File: src/rtl/acc_bank_serial_if.sv
// acc_bank_serial_if
//   Bundles the control and ALU-facing signals of the serial accumulator bank.
//   Master side (control FSM / ALU) drives:
//     start, load_en, reg_sel, parallel_in, alu_digit, alu_carry
//   Slave side (acc_bank_serial) drives:
//     rd_digit, acc_bits, busy, done, carry_flag, zero_flag
//   The parameters must match the ones given to the acc_bank_serial instance.
interface acc_bank_serial_if #(
  parameter int WIDTH = 8,
  parameter int DIGIT = 1,
  parameter int NREGS = 2
);
  localparam int SELW = $clog2(NREGS);

  logic             start;
  logic             load_en;
  logic [SELW-1:0]  reg_sel;
  logic [WIDTH-1:0] parallel_in;
  logic [DIGIT-1:0] alu_digit;
  logic             alu_carry;
  logic [DIGIT-1:0] rd_digit;
  logic [WIDTH-1:0] acc_bits;
  logic             busy;
  logic             done;
  logic             carry_flag;
  logic             zero_flag;

  modport master (
    output start, load_en, reg_sel, parallel_in, alu_digit, alu_carry,
    input  rd_digit, acc_bits, busy, done, carry_flag, zero_flag
  );

  modport slave (
    input  start, load_en, reg_sel, parallel_in, alu_digit, alu_carry,
    output rd_digit, acc_bits, busy, done, carry_flag, zero_flag
  );
endinterface

File: src/rtl/acc_bank_serial.sv
// acc_bank_serial
//   Bank of NREGS accumulator registers, WIDTH bits each. A register can be
//   parallel-loaded, or rewritten digit-serially (DIGIT bits per cycle, LSB
//   digit first) from an external ALU. The current operand digit is offered
//   combinationally on rd_digit and the ALU result digit is written back at
//   the same clock edge. Carry and zero flags are latched at the end of a pass.
// Ports
//   clk   : clock, rising edge
//   rst_n : asynchronous active-low reset; clears bank, flags and FSM
//   bus   : acc_bank_serial_if.slave
//           start/load_en/reg_sel/parallel_in : control inputs
//           alu_digit/alu_carry               : ALU result for current digit
//           rd_digit/acc_bits                 : active register view
//           busy/done/carry_flag/zero_flag    : handshake and status
module acc_bank_serial #(
  parameter int WIDTH = 8,
  parameter int DIGIT = 1,
  parameter int NREGS = 2
) (
  input  logic               clk,
  input  logic               rst_n,
  acc_bank_serial_if.slave   bus
);

  localparam int NDIG = WIDTH / DIGIT;
  localparam int IDXW = (NDIG > 1) ? $clog2(NDIG) : 1;
  localparam int SELW = $clog2(NREGS);
  localparam logic [IDXW-1:0] LAST_IDX = IDXW'(NDIG - 1);

  typedef enum logic {
    IDLE,
    SHIFT
  } state_t;

  state_t state;
  state_t state_next;

  // Registers are stored as arrays of digits so a digit can be addressed
  // directly by digit_idx without computing bit offsets.
  logic [NDIG-1:0][DIGIT-1:0] regs [NREGS];

  logic [SELW-1:0]            act_sel;
  logic [IDXW-1:0]            digit_idx;
  logic                       zacc;
  logic                       done_q;
  logic                       carry_q;
  logic                       zero_q;

  logic                       begin_pass;
  logic                       last_digit;
  logic                       digit_zero;
  logic [SELW-1:0]            act;
  logic [NDIG-1:0][DIGIT-1:0] active_word;

  // While a pass runs the latched selector owns the bank view, so reg_sel
  // may wander freely without disturbing the ALU operand.
  assign act         = (state == SHIFT) ? act_sel : bus.reg_sel;
  assign active_word = regs[act];
  assign digit_zero  = (bus.alu_digit == '0);

  assign bus.acc_bits   = active_word;
  assign bus.rd_digit   = active_word[digit_idx];
  assign bus.busy       = (state == SHIFT);
  assign bus.done       = done_q;
  assign bus.carry_flag = carry_q;
  assign bus.zero_flag  = zero_q;

  // Next-state logic. A simultaneous load request suppresses start, so the
  // load always takes priority in IDLE.
  always_comb begin
    state_next = state;
    begin_pass = 1'b0;
    last_digit = 1'b0;
    case (state)
      IDLE: begin
        if (bus.start && !bus.load_en) begin
          begin_pass = 1'b1;
          state_next = SHIFT;
        end
      end
      SHIFT: begin
        if (digit_idx == LAST_IDX) begin
          last_digit = 1'b1;
          state_next = IDLE;
        end
      end
      default: state_next = IDLE;
    endcase
  end

  // State register, bank storage and pass bookkeeping. Reset wipes the whole
  // bank so an interrupted pass never leaves a half-written register behind.
  // done is a single-cycle pulse: it is cleared on every edge unless the
  // final digit is being written.
  always_ff @(posedge clk or negedge rst_n) begin
    if (!rst_n) begin
      state     <= IDLE;
      act_sel   <= '0;
      digit_idx <= '0;
      zacc      <= 1'b0;
      done_q    <= 1'b0;
      carry_q   <= 1'b0;
      zero_q    <= 1'b0;
      for (int i = 0; i < NREGS; i++) begin
        regs[i] <= '0;
      end
    end else begin
      state  <= state_next;
      done_q <= 1'b0;
      if (state == IDLE) begin
        if (bus.load_en) begin
          regs[bus.reg_sel] <= bus.parallel_in;
        end
        if (begin_pass) begin
          act_sel   <= bus.reg_sel;
          digit_idx <= '0;
          zacc      <= 1'b1;
        end
      end else begin
        regs[act_sel][digit_idx] <= bus.alu_digit;
        zacc <= zacc & digit_zero;
        if (last_digit) begin
          carry_q   <= bus.alu_carry;
          zero_q    <= zacc & digit_zero;
          done_q    <= 1'b1;
          digit_idx <= '0;
        end else begin
          digit_idx <= digit_idx + 1'b1;
        end
      end
    end
  end

endmodule

File: src/flat_wrapper.sv
// flat-port wrapper written by rule: the top's interface ports become plain ports
module acc_bank_serial_flat 
#(
  parameter int WIDTH = 8,
  parameter int DIGIT = 1,
  parameter int NREGS = 2
)
  (clk, rst_n, bus_start, bus_load_en, bus_reg_sel, bus_parallel_in, bus_alu_digit, bus_alu_carry, bus_rd_digit, bus_acc_bits, bus_busy, bus_done, bus_carry_flag, bus_zero_flag);
  acc_bank_serial_if #(.WIDTH(WIDTH), .DIGIT(DIGIT), .NREGS(NREGS)) bus_i ();
  input  logic clk;
  input  logic rst_n;
  input wire logic [$bits(bus_i.start)-1:0] bus_start;
  input wire logic [$bits(bus_i.load_en)-1:0] bus_load_en;
  input wire logic [$bits(bus_i.reg_sel)-1:0] bus_reg_sel;
  input wire logic [$bits(bus_i.parallel_in)-1:0] bus_parallel_in;
  input wire logic [$bits(bus_i.alu_digit)-1:0] bus_alu_digit;
  input wire logic [$bits(bus_i.alu_carry)-1:0] bus_alu_carry;
  output wire logic [$bits(bus_i.rd_digit)-1:0] bus_rd_digit;
  output wire logic [$bits(bus_i.acc_bits)-1:0] bus_acc_bits;
  output wire logic [$bits(bus_i.busy)-1:0] bus_busy;
  output wire logic [$bits(bus_i.done)-1:0] bus_done;
  output wire logic [$bits(bus_i.carry_flag)-1:0] bus_carry_flag;
  output wire logic [$bits(bus_i.zero_flag)-1:0] bus_zero_flag;
  assign bus_i.start = bus_start;
  assign bus_i.load_en = bus_load_en;
  assign bus_i.reg_sel = bus_reg_sel;
  assign bus_i.parallel_in = bus_parallel_in;
  assign bus_i.alu_digit = bus_alu_digit;
  assign bus_i.alu_carry = bus_alu_carry;
  assign bus_rd_digit = bus_i.rd_digit;
  assign bus_acc_bits = bus_i.acc_bits;
  assign bus_busy = bus_i.busy;
  assign bus_done = bus_i.done;
  assign bus_carry_flag = bus_i.carry_flag;
  assign bus_zero_flag = bus_i.zero_flag;
  acc_bank_serial #(.WIDTH(WIDTH), .DIGIT(DIGIT), .NREGS(NREGS)) u_core (.clk(clk), .rst_n(rst_n), .bus(bus_i));
endmodule
File: config.mk
export PLATFORM = sky130hd
export DESIGN_NAME = acc_bank_serial_flat
export DESIGN_NICKNAME = d
export VERILOG_FILES = /design/src/rtl/acc_bank_serial_if.sv /design/src/rtl/acc_bank_serial.sv /design/src/flat_wrapper.sv
export SDC_FILE = /design/constraint.sdc
export NUM_CORES = 1
export LEC_CHECK = 0
export ABC_AREA = 1
export CAP_MARGIN = 30
export CORE_MARGIN = 4
export CORE_UTILIZATION = 45
export DETAILED_ROUTE_END_ITERATION = 16
export PLACE_DENSITY = 0.69
export SLEW_MARGIN = 20
export SYNTH_ARGS = -nofsm -noshare
export SYNTH_HDL_FRONTEND = slang
export SYNTH_SLANG_ARGS = --single-unit
File: constraint.sdc
create_clock -name clk -period 1.7 [get_ports clk]
set_input_delay 0.34 -clock clk [delete_from_list [all_inputs] [get_ports clk]]
set_output_delay 0.34 -clock clk [all_outputs]
set_load 0.03 [all_outputs]
Yosys cells after proc, flatten, opt, wreduce, memory -nomap -nowiden:

Cells that the tools add are included.

* register bits: 25
* input bits: 15
* output and inout bits: 13
* word-level logic and storage cells: 76

* add/subtract/negate cells: 1
* order comparisons: 7
* eq/ne operators: 1
* mux-type cells: 29
* bitwise gates (word level): 6
* reductions and logical operators: 9

Operator list (count)
* 8-bit two-way mux: 5
* 16-bit bitwise mux: 2
* 16-bit two-way mux: 2
* 8-bit demux with 1-bit select: 2
* 1-bit two-way mux: 12
* 3-bit two-way mux: 3
* 2-bit >= comparator, second input constant: 3
* 1-bit inverter with 2-bit output: 3
* 1-bit logical AND: 4
* 2-bit by 1-bit less-than comparator with 1-bit output, second input constant: 2
* 3-bit by 4-bit less-than comparator with 1-bit output, second input constant: 1
* 2-bit AND reduction: 2
* 2-bit nonzero test: 2
* 3-bit by 1-bit adder with 3-bit output, second input constant: 1
* 1-bit binary-select mux with 3-bit select: 1
* 1-bit demux with 3-bit select: 1
* 3-bit equality test, second input constant: 1
* 3-bit by 1-bit >= comparator with 1-bit output, second input constant: 1
* 1-bit inverter: 2
* 1-bit one-hot mux with 2 select lines: 1
* 1-bit bitwise AND: 1
* 1-bit zero test: 1

Logic depth before layout (Yosys ltp):

* depth after elaboration: 8
* gate-level depth with buffers: 9
* gate-level depth less buffers: 9

Worst setup path before layout:

OpenSTA, ideal clock, no wires.

* path kind: register to output
* from: reg u_core.state (netlist: u_core.bus.busy)
* to: out bus_rd_digit
* arrival time: 1.403 ns
* required time: 1.360 ns
* setup slack: -0.043 ns
* cell stages (with the launch flop): 10
* buffers on the path: 2
* path through: dfrtp_1 > buf_6 > inv_4 > nand2_8 > buf_8 > nand3b_1 > nand3_1 > nand2_1 > nor2_1 > nand2_1

* longest elaborated chain between the ends: 7

Ends and longest elaborated chain
* from (decl): RTL line acc_bank_serial.sv:35 `state_t state;`
* from (signal assigned): RTL line acc_bank_serial.sv:108 `state <= state_next;`
* 1-bit two-way mux: RTL line acc_bank_serial.sv:57 `assign act = (state == SHIFT) ? act_sel : bus.reg_sel;`
* 1-bit inverter with 2-bit output (implied by the code): RTL line acc_bank_serial.sv:58 `assign active_word = regs[act];`
* 8-bit two-way mux (implied by the code) (3 in series): RTL line acc_bank_serial.sv:58
* 1-bit binary-select mux with 3-bit select: RTL line acc_bank_serial.sv:62 `assign bus.rd_digit = active_word[digit_idx];`
* 1-bit two-way mux (implied by the code): RTL line acc_bank_serial.sv:62
* to (decl): RTL line flat_wrapper.sv:18 `output wire logic [$bits(bus_i.rd_digit)-1:0] bus_rd_digit;`

No other way between the ends. The select of a mux whose other input is x is not followed.

Worst setup path in the final report:

Same ends and word-level chain as after synthesis.

==> flow_metrics.env <==
export IMPL_ys_seq_area_share_pct=36.4
export IMPL_final_net_count=333
export IMPL_clockBufferDepth=2
export IMPL_period_share_pct=115
export IMPL_coreArea_um2=3660
export IMPL_worst_pin_slew_ns=0.338
export IMPL_initial_utilization_pct=46.9
export IMPL_final_cell_area_um2=2410
export IMPL_final_common_cell="nand2_1"
export IMPL_instances_no_fill=363
export IMPL_async_flop_share_pct=100
export IMPL_cts_tree="done"
export IMPL_ys_flop_type="dfrtp_1"
export IMPL_total_power_mw=5.21
export IMPL_h_tree_depth=1
export IMPL_insertion_delay_ns=0.28
export IMPL_synth_cell_types=27
export IMPL_grt_ovfl_total=0
export IMPL_worstSetupPathType="reg -> out"
export IMPL_grt_pass1_wl_mm=7.90
export IMPL_io_buffers=27
export IMPL_finalHoldViolations=0
export IMPL_synth_area_um2=1720
export IMPL_cts_hold_buf=0
export IMPL_cap_violations=0
export IMPL_power_density_nw_per_um2=2160
export IMPL_crit_path_start_kind="flip-flop"
export IMPL_setup_tns_ns=-0.916
export IMPL_clkSinkCount=25
export IMPL_ys_ff_latch=25
export IMPL_worst_ep_required_time_ns=1.36
export IMPL_fin_ws_ns=-0.262
export IMPL_fmax_mhz=510
export IMPL_clkTransAtPathRegs_ns=0.10
export IMPL_final_util_pct=65.8
export IMPL_antenna_found_initial=0
export IMPL_setup_viol=9
export IMPL_dp_hpwl_mm=3.59
export IMPL_drtIter0Drc=124
export IMPL_cp_arrival_ns=1.62
export IMPL_crit_family="simple AND/OR/NAND/NOR gates"
export IMPL_synth_warnings=0
export IMPL_hold_class="in -> async"
export IMPL_area_growth_pct=40.4
export IMPL_cts_made_buffers=3
export IMPL_diodes=0
export IMPL_violations="negative setup slack"
export IMPL_synth_nets=271
export IMPL_fin_crit_ns=1.96
export IMPL_critical_path_buf_inv_count=3
export IMPL_first_global_vias=1703
export IMPL_most_common_layout_cells="nand2_1, buf_4, inv_1"
export IMPL_path_cells="inv_4, nand2_8, buf_4, nand3b_1, nand3_1, nand2_1, nor2_2, nand2_2, buf_6"
export IMPL_syn_inst=254
export IMPL_status="finished with violations"
export IMPL_place_inst=353
export IMPL_slowest_delay_ns=0.47
export IMPL_max_slew_margin_pct=77.5
export IMPL_ir_drop_mv=1.18
export IMPL_fin_skew_ns=0.00622
export IMPL_vias=1816
export IMPL_antenna_left=0
export IMPL_drv_slew=0
export IMPL_die_x_um=69.8
export IMPL_crit_slowest_cell="dfrtp_2"
export IMPL_routedWlPerCell_um=13.7
export IMPL_routed_via_density=5.00
export IMPL_routabilityCongestion=0.890
export IMPL_cp_end_kind="output port"
export IMPL_grt_usage_pct=20.2
export IMPL_drive_above_1_share_pct=25.1
export IMPL_p_leak_nw=1.27
export IMPL_die_area_um2=4870
export IMPL_wl_mm=4.96
export IMPL_row_count=22
export IMPL_die_y_um=69.8
export IMPL_synth_edf_count=0
export IMPL_grt_setup_unrepaired="true"
export IMPL_io_pins=28
export IMPL_postPlaceCellArea_um2=2210
export IMPL_dr_pass1_iters=4
export IMPL_syn_avg_cell_area_um2=6.76
export IMPL_drc_errors=0
export IMPL_root_buffer="clkbuf_8"
export IMPL_grt_max_degree=26
export IMPL_critPathMaxFanout=7
==> per-layer routing <==
metal  track usage (%)  vias up  share of wire [%]
li1                  -      922                  -
met1              26.7      844                 44
met2              33.1       46                 49
met3              4.49        4                6.3
met4              5.32        0               0.89
met5                 0        -                  0
==> flip-flops by register name (all words and copies together) (netlist names) <==
| name | count |
|---|---|
| u_core.zacc | 1 |
| u_core.act_sel | 1 |
| u_core.bus.carry_flag | 1 |
| u_core.digit_idx | 3 |
| u_core.bus.done | 1 |
| u_core.regs | 16 |
| u_core.bus.busy | 1 |
| u_core.bus.zero_flag | 1 |
==> power by group <==
part	internal, mW	leakage, nW	switching [mW]	total [mW]
clock network	0.166	0.0217	0.207	0.373
registers	0.853	0.327	0.201	1.05
logic	1.68	0.917	2.10	3.79
==> synth_stat cells (3+ instances only) <==
library cell | count | share of area, %
o21ai_1 | 7 | 2.0
nand2_1 | 70 | 15
dfrtp_1 | 25 | 36
nor2_1 | 27 | 5.9
inv_2 | 5 | 1.1
nand3_1 | 19 | 5.5
nand2_4 | 3 | 2.0
o22ai_1 | 3 | 1.1
inv_1 | 32 | 7.0
o21ai_0 | 17 | 5.0
nand2_2 | 3 | 1.1
nand3b_1 | 3 | 1.3
a21oi_1 | 12 | 3.5
buf_2 | 3 | 0.87
and2_1 | 8 | 2.9
==> cell type report <==
type | instances | area [µm²]
Clock buffer | 3 | 41.3
Clock inverter | 1 | 7.51
Fill cell | 328 | 1250
Inverter | 38 | 145
Multi-Input combinational cell | 184 | 951
Sequential cell | 25 | 627
Tap cell | 48 | 60.1
Timing Repair Buffer | 64 | 578
==> stage by stage <==
| stage | setup WS, ns | hold slack, ns |
|---|---|---|
| CTS | -0.219 | 0.431 |
| floorplan | 0.0568 | 0.0444 |
| finish | -0.262 | 0.425 |
| detailed placement | -0.812 | 0.472 |
| global route | -0.329 | 0.450 |
| global placement | -0.776 | 0.463 |
==> worst paths after layout <==
kind / from / endpoint / depth (start not counted) / slack (ns)
max: u_core.bus.busy / bus_rd_digit / 9 / -0.26
min: rst_n / u_core.regs[9] / 2 / 0.42
max reg2reg: u_core.digit_idx[0] / u_core.bus.carry_flag / 7 / 0.20
min reg2reg: u_core.regs[5] / u_core.regs[5] / 2 / 0.49
max in group asynchronous: rst_n / u_core.bus.busy / 2 / 1.00
min in group clk: u_core.regs[5] / u_core.regs[5] / 2 / 0.49
==> cells by family after synthesis <==
group / count (synthesis) / share of synthesized area, %
and+or+nand+nor: 138 / 36.6
buffers and inverters: 45 / 11.7
AOI/OAI and AO/OA: 44 / 13.8
DFF: 25 / 36.4
adders and majority gates: 2 / 1.46
==> repair_timing <==
| action | 4_1_cts | 5_1_grt |
|---|---|---|
| endpoints found under the setup margin | 10 | 10 |
| gates resized for setup | 23 | 15 |
| pin swaps | 0 | 10 |
| buffers inserted | 1 | 5 |
Power figures use the tool's default switching activity.
